`src/rtl/sobel_filter_engine_if.sv`:
```
// Source/destination BRAM port bundle of the 3x3 filter engine.
// The engine is the master; the memories sit on the slave side.
interface sobel_filter_engine_if #(
    parameter int unsigned DATA_WIDTH = 8,
    parameter int unsigned ADDR_WIDTH = 16
);
    logic                  o_src_ce;
    logic [ADDR_WIDTH-1:0] o_src_addr;
    logic [DATA_WIDTH-1:0] i_src_q;
    logic                  o_dst_ce;
    logic                  o_dst_we;
    logic [ADDR_WIDTH-1:0] o_dst_addr;
    logic [DATA_WIDTH-1:0] o_dst_d;

    modport master (
        output o_src_ce, o_src_addr,
        input  i_src_q,
        output o_dst_ce, o_dst_we, o_dst_addr, o_dst_d
    );

    modport slave (
        input  o_src_ce, o_src_addr,
        output i_src_q,
        input  o_dst_ce, o_dst_we, o_dst_addr, o_dst_d
    );
endinterface

```
`src/rtl/sobel_filter_engine.sv`:
```
// Single-pass 3x3 neighbourhood filter: copy, Sobel magnitude, Sobel threshold or Laplacian.
// Streams the source once through two line buffers and writes a full-size result image.
module sobel_filter_engine #(
    parameter int unsigned DATA_WIDTH   = 8,
    parameter int unsigned ADDR_WIDTH   = 16,
    parameter int unsigned IMAGE_WIDTH  = 100,
    parameter int unsigned IMAGE_HEIGHT = 100
) (
    input  logic                  clk,
    input  logic                  rst_n,
    input  logic                  i_run,
    input  logic [1:0]            i_mode,
    input  logic [DATA_WIDTH-1:0] i_threshold,
    output logic                  o_idle,
    output logic                  o_read,
    output logic                  o_write,
    output logic                  o_done,
    sobel_filter_engine_if.master io_bram
);

    localparam int unsigned NPix = IMAGE_WIDTH * IMAGE_HEIGHT;
    localparam int unsigned ColW = $clog2(IMAGE_WIDTH);
    localparam int unsigned RowW = $clog2(IMAGE_HEIGHT);
    localparam int unsigned SumW = DATA_WIDTH + 4;

    localparam logic [ADDR_WIDTH-1:0] LastAddr    = ADDR_WIDTH'(NPix - 1);
    localparam logic [ADDR_WIDTH-1:0] FlushBase   = ADDR_WIDTH'(NPix - IMAGE_WIDTH - 1);
    localparam logic [ADDR_WIDTH-1:0] FirstCentre = ADDR_WIDTH'(IMAGE_WIDTH + 1);
    localparam logic [ColW-1:0]       LastCol     = ColW'(IMAGE_WIDTH - 1);
    localparam logic [RowW-1:0]       LastRow     = RowW'(IMAGE_HEIGHT - 1);
    localparam logic [DATA_WIDTH-1:0] PixMax      = {DATA_WIDTH{1'b1}};

    typedef enum logic [2:0] {StIdle, StRead, StDrain, StFlush, StDone} state_e;

    state_e                r_state, w_state_d;
    logic [1:0]            r_mode;
    logic [DATA_WIDTH-1:0] r_thr;
    logic [ADDR_WIDTH-1:0] r_addr;
    logic [1:0]            r_drain_cnt;
    logic [ADDR_WIDTH-1:0] r_flush_addr;

    // Pipeline: B = source data returning, C = window holds pixel r_c_idx, D = write register.
    logic                  r_b_valid, r_c_valid;
    logic [ADDR_WIDTH-1:0] r_b_idx, r_c_idx;
    logic [ColW-1:0]       r_lb_ptr;
    logic [ColW-1:0]       r_ccol;
    logic [RowW-1:0]       r_crow;
    logic                  r_d_we;
    logic [ADDR_WIDTH-1:0] r_d_addr;
    logic [DATA_WIDTH-1:0] r_d_data;

    logic [DATA_WIDTH-1:0] r_win [3][3];
    logic [DATA_WIDTH-1:0] r_lb0 [IMAGE_WIDTH];
    logic [DATA_WIDTH-1:0] r_lb1 [IMAGE_WIDTH];

    logic                  w_emit_copy, w_emit_filt, w_border, w_flush, w_dst_we;
    logic signed [SumW-1:0] w_gx, w_gy, w_lap;
    logic [SumW-1:0]       w_gx_abs, w_gy_abs;
    logic [SumW:0]         w_mag_sum;
    logic [DATA_WIDTH-1:0] w_mag, w_lap_sat, w_result;

    function automatic logic signed [SumW-1:0] zx(input logic [DATA_WIDTH-1:0] v);
        return $signed({{(SumW - DATA_WIDTH){1'b0}}, v});
    endfunction

    always_comb begin
        w_state_d = r_state;
        unique case (r_state)
            StIdle:  if (i_run) w_state_d = StRead;
            StRead:  if (r_addr == LastAddr) w_state_d = StDrain;
            StDrain: if (r_drain_cnt == 2'd2) w_state_d = (r_mode == 2'd0) ? StDone : StFlush;
            StFlush: if (r_flush_addr == LastAddr) w_state_d = StDone;
            StDone:  w_state_d = StIdle;
            default: w_state_d = StIdle;
        endcase
    end

    assign w_emit_copy = r_c_valid && (r_mode == 2'd0);
    assign w_emit_filt = r_c_valid && (r_mode != 2'd0) && (r_c_idx >= FirstCentre);
    assign w_border    = (r_ccol == '0) || (r_ccol == LastCol) ||
                         (r_crow == '0) || (r_crow == LastRow);

    always_ff @(posedge clk or negedge rst_n) begin
        if (!rst_n) begin
            r_state      <= StIdle;
            r_mode       <= '0;
            r_thr        <= '0;
            r_addr       <= '0;
            r_drain_cnt  <= '0;
            r_flush_addr <= FlushBase;
            r_b_valid    <= 1'b0;
            r_c_valid    <= 1'b0;
            r_b_idx      <= '0;
            r_c_idx      <= '0;
            r_lb_ptr     <= '0;
            r_ccol       <= '0;
            r_crow       <= '0;
            r_d_we       <= 1'b0;
            r_d_addr     <= '0;
            r_d_data     <= '0;
        end else begin
            r_state <= w_state_d;
            if (r_state == StIdle && i_run) begin
                r_mode <= i_mode;
                r_thr  <= i_threshold;
            end
            r_addr       <= (r_state == StRead && w_state_d == StRead) ?
                            r_addr + ADDR_WIDTH'(1) : '0;
            r_drain_cnt  <= (r_state == StDrain) ? r_drain_cnt + 2'd1 : 2'd0;
            r_flush_addr <= (r_state == StFlush) ? r_flush_addr + ADDR_WIDTH'(1) : FlushBase;

            r_b_valid <= (r_state == StRead);
            r_b_idx   <= r_addr;
            r_c_valid <= r_b_valid;
            r_c_idx   <= r_b_idx;

            if (r_state == StIdle) begin
                r_lb_ptr <= '0;
            end else if (r_b_valid) begin
                r_lb_ptr <= (r_lb_ptr == LastCol) ? '0 : r_lb_ptr + ColW'(1);
            end

            // Centre coordinates follow each emitted filter result in raster order.
            if (r_state == StIdle) begin
                r_ccol <= '0;
                r_crow <= '0;
            end else if (w_emit_filt) begin
                if (r_ccol == LastCol) begin
                    r_ccol <= '0;
                    r_crow <= r_crow + RowW'(1);
                end else begin
                    r_ccol <= r_ccol + ColW'(1);
                end
            end

            r_d_we   <= w_emit_copy | w_emit_filt;
            r_d_addr <= w_emit_copy ? r_c_idx :
                        (w_emit_filt ? r_c_idx - FirstCentre : '0);
            r_d_data <= w_emit_copy ? r_win[2][2] : (w_emit_filt ? w_result : '0);
        end
    end

    // Window and line buffers carry no state that matters across passes.
    always_ff @(posedge clk) begin
        if (r_b_valid) begin
            for (int r = 0; r < 3; r++) begin
                r_win[r][0] <= r_win[r][1];
                r_win[r][1] <= r_win[r][2];
            end
            r_win[2][2]     <= io_bram.i_src_q;
            r_win[1][2]     <= r_lb1[r_lb_ptr];
            r_win[0][2]     <= r_lb0[r_lb_ptr];
            r_lb1[r_lb_ptr] <= io_bram.i_src_q;
            r_lb0[r_lb_ptr] <= r_lb1[r_lb_ptr];
        end
    end

    assign w_gx = (zx(r_win[0][2]) + (zx(r_win[1][2]) <<< 1) + zx(r_win[2][2])) -
                  (zx(r_win[0][0]) + (zx(r_win[1][0]) <<< 1) + zx(r_win[2][0]));
    assign w_gy = (zx(r_win[2][0]) + (zx(r_win[2][1]) <<< 1) + zx(r_win[2][2])) -
                  (zx(r_win[0][0]) + (zx(r_win[0][1]) <<< 1) + zx(r_win[0][2]));
    assign w_gx_abs  = w_gx[SumW-1] ? $unsigned(-w_gx) : $unsigned(w_gx);
    assign w_gy_abs  = w_gy[SumW-1] ? $unsigned(-w_gy) : $unsigned(w_gy);
    assign w_mag_sum = {1'b0, w_gx_abs} + {1'b0, w_gy_abs};
    assign w_mag     = (|w_mag_sum[SumW:DATA_WIDTH]) ? PixMax : w_mag_sum[DATA_WIDTH-1:0];

    assign w_lap = (zx(r_win[1][1]) <<< 2) -
                   (zx(r_win[0][1]) + zx(r_win[1][0]) + zx(r_win[1][2]) + zx(r_win[2][1]));
    assign w_lap_sat = w_lap[SumW-1] ? '0 :
                       ((|w_lap[SumW-2:DATA_WIDTH]) ? PixMax : w_lap[DATA_WIDTH-1:0]);

    always_comb begin
        w_result = '0;
        if (!w_border) begin
            unique case (r_mode)
                2'd1:    w_result = w_mag;
                2'd2:    w_result = (w_mag >= r_thr) ? PixMax : '0;
                2'd3:    w_result = w_lap_sat;
                default: w_result = '0;
            endcase
        end
    end

    // The last W+1 centres are all border pixels, so FLUSH writes zeros directly.
    assign w_flush  = (r_state == StFlush);
    assign w_dst_we = r_d_we | w_flush;

    assign o_idle  = (r_state == StIdle);
    assign o_read  = (r_state == StRead);
    assign o_done  = (r_state == StDone);
    assign o_write = w_dst_we;

    assign io_bram.o_src_ce   = (r_state == StRead);
    assign io_bram.o_src_addr = r_addr;
    assign io_bram.o_dst_ce   = w_dst_we;
    assign io_bram.o_dst_we   = w_dst_we;
    assign io_bram.o_dst_addr = w_flush ? r_flush_addr : r_d_addr;
    assign io_bram.o_dst_d    = w_flush ? '0 : r_d_data;

endmodule

```
`src/flat_wrapper.sv`:
```
// flat-port wrapper written by rule: the top's interface ports become plain ports
module sobel_filter_engine_flat 
#(
    parameter int unsigned DATA_WIDTH   = 8,
    parameter int unsigned ADDR_WIDTH   = 16,
    parameter int unsigned IMAGE_WIDTH  = 100,
    parameter int unsigned IMAGE_HEIGHT = 100
)
  (clk, rst_n, i_run, i_mode, i_threshold, o_idle, o_read, o_write, o_done, io_bram_o_src_ce, io_bram_o_src_addr, io_bram_i_src_q, io_bram_o_dst_ce, io_bram_o_dst_we, io_bram_o_dst_addr, io_bram_o_dst_d);
  sobel_filter_engine_if #(.DATA_WIDTH(DATA_WIDTH), .ADDR_WIDTH(ADDR_WIDTH)) io_bram_i ();
  input  logic clk;
  input  logic rst_n;
  input  logic i_run;
  input  logic [1:0] i_mode;
  input  logic [DATA_WIDTH-1:0] i_threshold;
  output logic o_idle;
  output logic o_read;
  output logic o_write;
  output logic o_done;
  output wire logic [$bits(io_bram_i.o_src_ce)-1:0] io_bram_o_src_ce;
  output wire logic [$bits(io_bram_i.o_src_addr)-1:0] io_bram_o_src_addr;
  input wire logic [$bits(io_bram_i.i_src_q)-1:0] io_bram_i_src_q;
  output wire logic [$bits(io_bram_i.o_dst_ce)-1:0] io_bram_o_dst_ce;
  output wire logic [$bits(io_bram_i.o_dst_we)-1:0] io_bram_o_dst_we;
  output wire logic [$bits(io_bram_i.o_dst_addr)-1:0] io_bram_o_dst_addr;
  output wire logic [$bits(io_bram_i.o_dst_d)-1:0] io_bram_o_dst_d;
  assign io_bram_o_src_ce = io_bram_i.o_src_ce;
  assign io_bram_o_src_addr = io_bram_i.o_src_addr;
  assign io_bram_i.i_src_q = io_bram_i_src_q;
  assign io_bram_o_dst_ce = io_bram_i.o_dst_ce;
  assign io_bram_o_dst_we = io_bram_i.o_dst_we;
  assign io_bram_o_dst_addr = io_bram_i.o_dst_addr;
  assign io_bram_o_dst_d = io_bram_i.o_dst_d;
  sobel_filter_engine #(.DATA_WIDTH(DATA_WIDTH), .ADDR_WIDTH(ADDR_WIDTH), .IMAGE_WIDTH(IMAGE_WIDTH), .IMAGE_HEIGHT(IMAGE_HEIGHT)) u_core (.clk(clk), .rst_n(rst_n), .i_run(i_run), .i_mode(i_mode), .i_threshold(i_threshold), .o_idle(o_idle), .o_read(o_read), .o_write(o_write), .o_done(o_done), .io_bram(io_bram_i));
endmodule
```
`config.mk`:
```
export PLATFORM = sky130hd
export DESIGN_NAME = sobel_filter_engine_flat
export DESIGN_NICKNAME = d
export VERILOG_FILES = /design/src/rtl/sobel_filter_engine_if.sv /design/src/rtl/sobel_filter_engine.sv /design/src/flat_wrapper.sv
export SDC_FILE = /design/constraint.sdc
export NUM_CORES = 2
export LEC_CHECK = 0
export ABC_AREA = 1
export CAP_MARGIN = 20
export CORE_UTILIZATION = 25
export DETAILED_ROUTE_END_ITERATION = 8
export SYNTH_ARGS = -nofsm -noshare
export SYNTH_HDL_FRONTEND = slang
export SYNTH_SLANG_ARGS = --single-unit
```
`constraint.sdc`:
```
create_clock -name clk -period 5.79 [get_ports clk]
set_input_delay 0.8685 -clock clk [delete_from_list [all_inputs] [get_ports clk]]
set_output_delay 0.8685 -clock clk [all_outputs]
set_load 0.02 [all_outputs]
```
==> qor.yml <==
drt:
  num_vias: 48680
  wl_per_cell_um: 20.92
  dr.first_iter.drc_count: 5078
  postRouteAntennaNets: 0
  wl_um: 217200
  first_pass_iters: 5
  avgViaCountPerCell: 4.689
  drc: 0
placement:
  place_ws_ns: -0.8542
  port_buffers: 67
  gp_congestion: 0.8749
  hpwl_um: 133900
floorplanning:
  coreArea_mm2: 0.2921
  dieArea_mm2: 0.2970
  die_y_um: 545.0
  start_util_pct: 25.23
  ioPinCount: 68
  rows: 198
  die_width_um: 545.0
sta:
  finalSetupViolCount: 8
  finalCriticalPeriod_ns: 6.368
  relSlewSlack_pct: 16.82
  rsz0062_at_grt: "yes"
  worst_slack_ns: -0.5780
  clock_skew_ns: 0.08099
  slew_violations: 0
  hold_viol: 0
  min_period_over_period_pct: 110.0
  tightest_slew_ns: 1.245
  clock.fmax_mhz: 157.0
global_route:
  grt_max_degree: 87
  overflow: 0
  grt_util_all_layers_pct: 14.24
  grt_pass1_wl_um: 314700
  grt_pass1_vias: 46800
  antenna_found_initial: 7
min_path:
  hold_class: "in -> async"
worst_setup_path:
  cp_slowest_stage_delay_ns: 0.57
  crit_path_max_fanout: 8
  slowest_stage: "fa_1"
  arrival_ns: 7.08
  crit_top_cell: "nand2_2"
  worstSetupPathType: "reg -> reg"
  end_kind: "flop"
  critPathLaunchType: "flop"
  cp_data_required_time_ns: 6.51
logic_synthesis:
  syn_area_mm2: 0.07371
  synth-edff-count: 1672
  ys_async_sr_fraction_pct: 7.059
  seq_area_frac_synth_pct: 72.45
  avgSynthCellArea_um2: 12.60
  ys.flop_type: "edfxtp_1"
  syn_inst: 5848
  synth_nets: 6032
  ys_warn_count: 0
  synth_seq_cells: 1799
  ys_types: 57
clock_tree:
  clkSlewWorstSetupHoldPaths_ns: 0.06
  cts_tree: "built"
  cts_root_buffer: "clkbuf_16"
  numCtsBuffers: 177
  cts_sinks: 1799
  htreeDepth: 4
  worstSkewPairLatency_ns: 0.85
  hold_buffers: 0
  clk_path_buf_depth: 4
power_and_ir_drop:
  powerDensity_mw_per_mm2: 327.7
  seqPwrFrac_pct: 48.6
  p_switching_mw: 7.000
  p_int_mw: 22.04
  p_leak_nw: 31.52
  ir_drop_uv: 279.2
  switching_share_pct: 24.10
  combPwrFrac_pct: 12.7
  p_total_mw: 29.04
  clkPwrFrac_pct: 38.7
run_status:
  violations: "negative setup slack"
  outcome: "finished, violations left"
layout:
  layout_common_cells: "1672 x edfxtp_1, 1580 x nand2_1, 450 x buf_4, 351 x inv_1, 343 x nor2_1"
  final_common_cell: "edfxtp_1"
  area_growth_pct: 20.25
  drive_above_1_share_pct: 14.93
  fin_nets: 6531
run:
  maxCapViolCount: 0
==> cells in the mapped netlist (3+ instances only) <==
master	instances	area, µm²
nand3_2	3	30.03
ha_1	110	1376
buf_4	11	82.58
clkinv_1	6	22.52
o21ai_0	216	1081
o2111ai_1	19	166.4
clkbuf_1	70	262.8
or2_2	3	18.77
nor3b_1	6	45.04
o21ai_1	9	45.04
nor2_2	4	25.02
xnor2_1	21	183.9
inv_1	365	1370
xor2_1	59	516.8
fa_1	53	1061
a22oi_1	160	1201
o211ai_1	3	22.52
edfxtp_1	1672	50210
nor3_1	31	155.2
o2bb2ai_1	5	43.79
a221oi_1	5	43.79
nand4_1	241	1508
a211oi_1	6	45.04
a31oi_1	6	37.54
inv_2	13	48.80
a22o_1	16	140.1
o22ai_1	19	118.9
nor4_1	6	37.54
a21oi_1	182	910.9
nand3_1	210	1051
o31ai_1	5	37.54
nor2_1	372	1396
o21a_1	5	37.54
buf_1	5	18.77
buf_2	123	615.6
nand2_2	4	25.02
dfrtp_1	119	2978
o21bai_1	10	75.07
nand2_1	1632	6126
dfstp_2	8	210.2
buf_6	6	67.56
nand3b_1	10	75.07
==> worst max-delay path: cells and delay by family (launching register included) <==
kind                       cells  cell delay, ns
AOI/OAI and AO/OA              6            0.66
DFF                            1            0.40
buffers and inverters          6            0.78
adders and majority gates      6            2.13
and+or+nand+nor               23            1.97
xor gates and xnor gates       2            0.34
==> worst paths after layout <==
check                                    start            endpoint  slack (ns)  cells after the start
setup / recovery           u_core.r_win[0][19]  u_core.r_d_data[7]       -0.58                     43
hold / removal                           rst_n  u_core.r_lb_ptr[1]        0.18                      1
setup reg to reg           u_core.r_win[0][19]  u_core.r_d_data[7]       -0.58                     43
hold reg to reg             u_core.r_b_idx[14]  u_core.r_c_idx[14]        0.31                      0
max in group asynchronous                rst_n  u_core.r_b_idx[11]        4.52                      2
min in group clk            u_core.r_b_idx[14]  u_core.r_c_idx[14]        0.31                      0
==> flip-flops by register name, summed over array words and instances (netlist names), 8 cells and up <==
register and cells:
u_core.r_d_data 8, u_core.r_win 72, u_core.r_d_addr 16, u_core.r_thr 8, u_core.r_lb1 800, u_core.r_b_idx 16
u_core.r_lb0 800, u_core.r_c_idx 16, u_core.io_bram.o_src_addr 16, u_core.r_flush_addr 16
==> power groups by stage <==
stage / clock (mW) / combinational [mW] / sequential (mW)
after floorplan: 0 / 1.61 / 14.4
after CTS: 11.4 / 3.52 / 14.1
after detailed placement: 0 / 2.82 / 14.4
final: 11.2 / 3.69 / 14.1
after global routing: 11.9 / 4.05 / 14.1
after global placement: 0 / 2.84 / 14.4
==> layout make-up <==
| type | count | area (µm²) |
|---|---|---|
| Antenna cell | 4 | 10.01 |
| Clock buffer | 221 | 4604 |
| Clock inverter | 90 | 868.3 |
| Fill cell | 29140 | 203500 |
| Inverter | 384 | 1496 |
| Multi-Input combinational cell | 3450 | 18910 |
| Sequential cell | 1799 | 53400 |
| Tap cell | 3900 | 4880 |
| Timing Repair Buffer | 535 | 4454 |
==> per-layer routing <==
layer / up-vias / track usage [%] / part of all wire (%)
li1: 21740 / - / -
met1: 24440 / 19.46 / 42
met2: 2177 / 22.85 / 46
met3: 326 / 2.356 / 8.8
met4: 2 / 4.735 / 3.3
met5: - / 0 / 0.0060
==> through the flow <==
stage | util (%) | cell area [µm²] | hold slack [ns] | cells | setup TNS [ns]
after floorplan | - | 73980 | 0.3312 | 5848 | 0
after global placement | 28.12 | 82130 | 0.3327 | 10040 | -7.231
after detailed placement | 28.12 | 82130 | 0.3347 | 10040 | -6.739
after CTS | 30.23 | 88300 | 0.1632 | 10370 | -3.759
after global routing | 30.34 | 88620 | 0.2077 | 10380 | -7.617
final | 30.34 | 88630 | 0.1779 | 10380 | -4.463
==> kinds of logic after synthesis <==
logic type | after synthesis | share of synthesized area, %
adders and majority gates | 163 | 3.307
AOI/OAI and AO/OA | 675 | 5.553
and+or+nand+nor | 2530 | 14.34
buffers and inverters | 599 | 3.376
muxes | 2 | 0.03055
xor gates and xnor gates | 80 | 0.9506
DFF | 1799 | 72.45
==> what timing repair did <==
action | CTS | global route
gates resized for setup | 118 | 64
setup buffers | 20 | 7
gates cloned | 0 | 0
endpoints found under the setup margin | 8 | 8
pin swaps | 53 | 69
No activity file was read; power rests on OpenSTA's default activity.
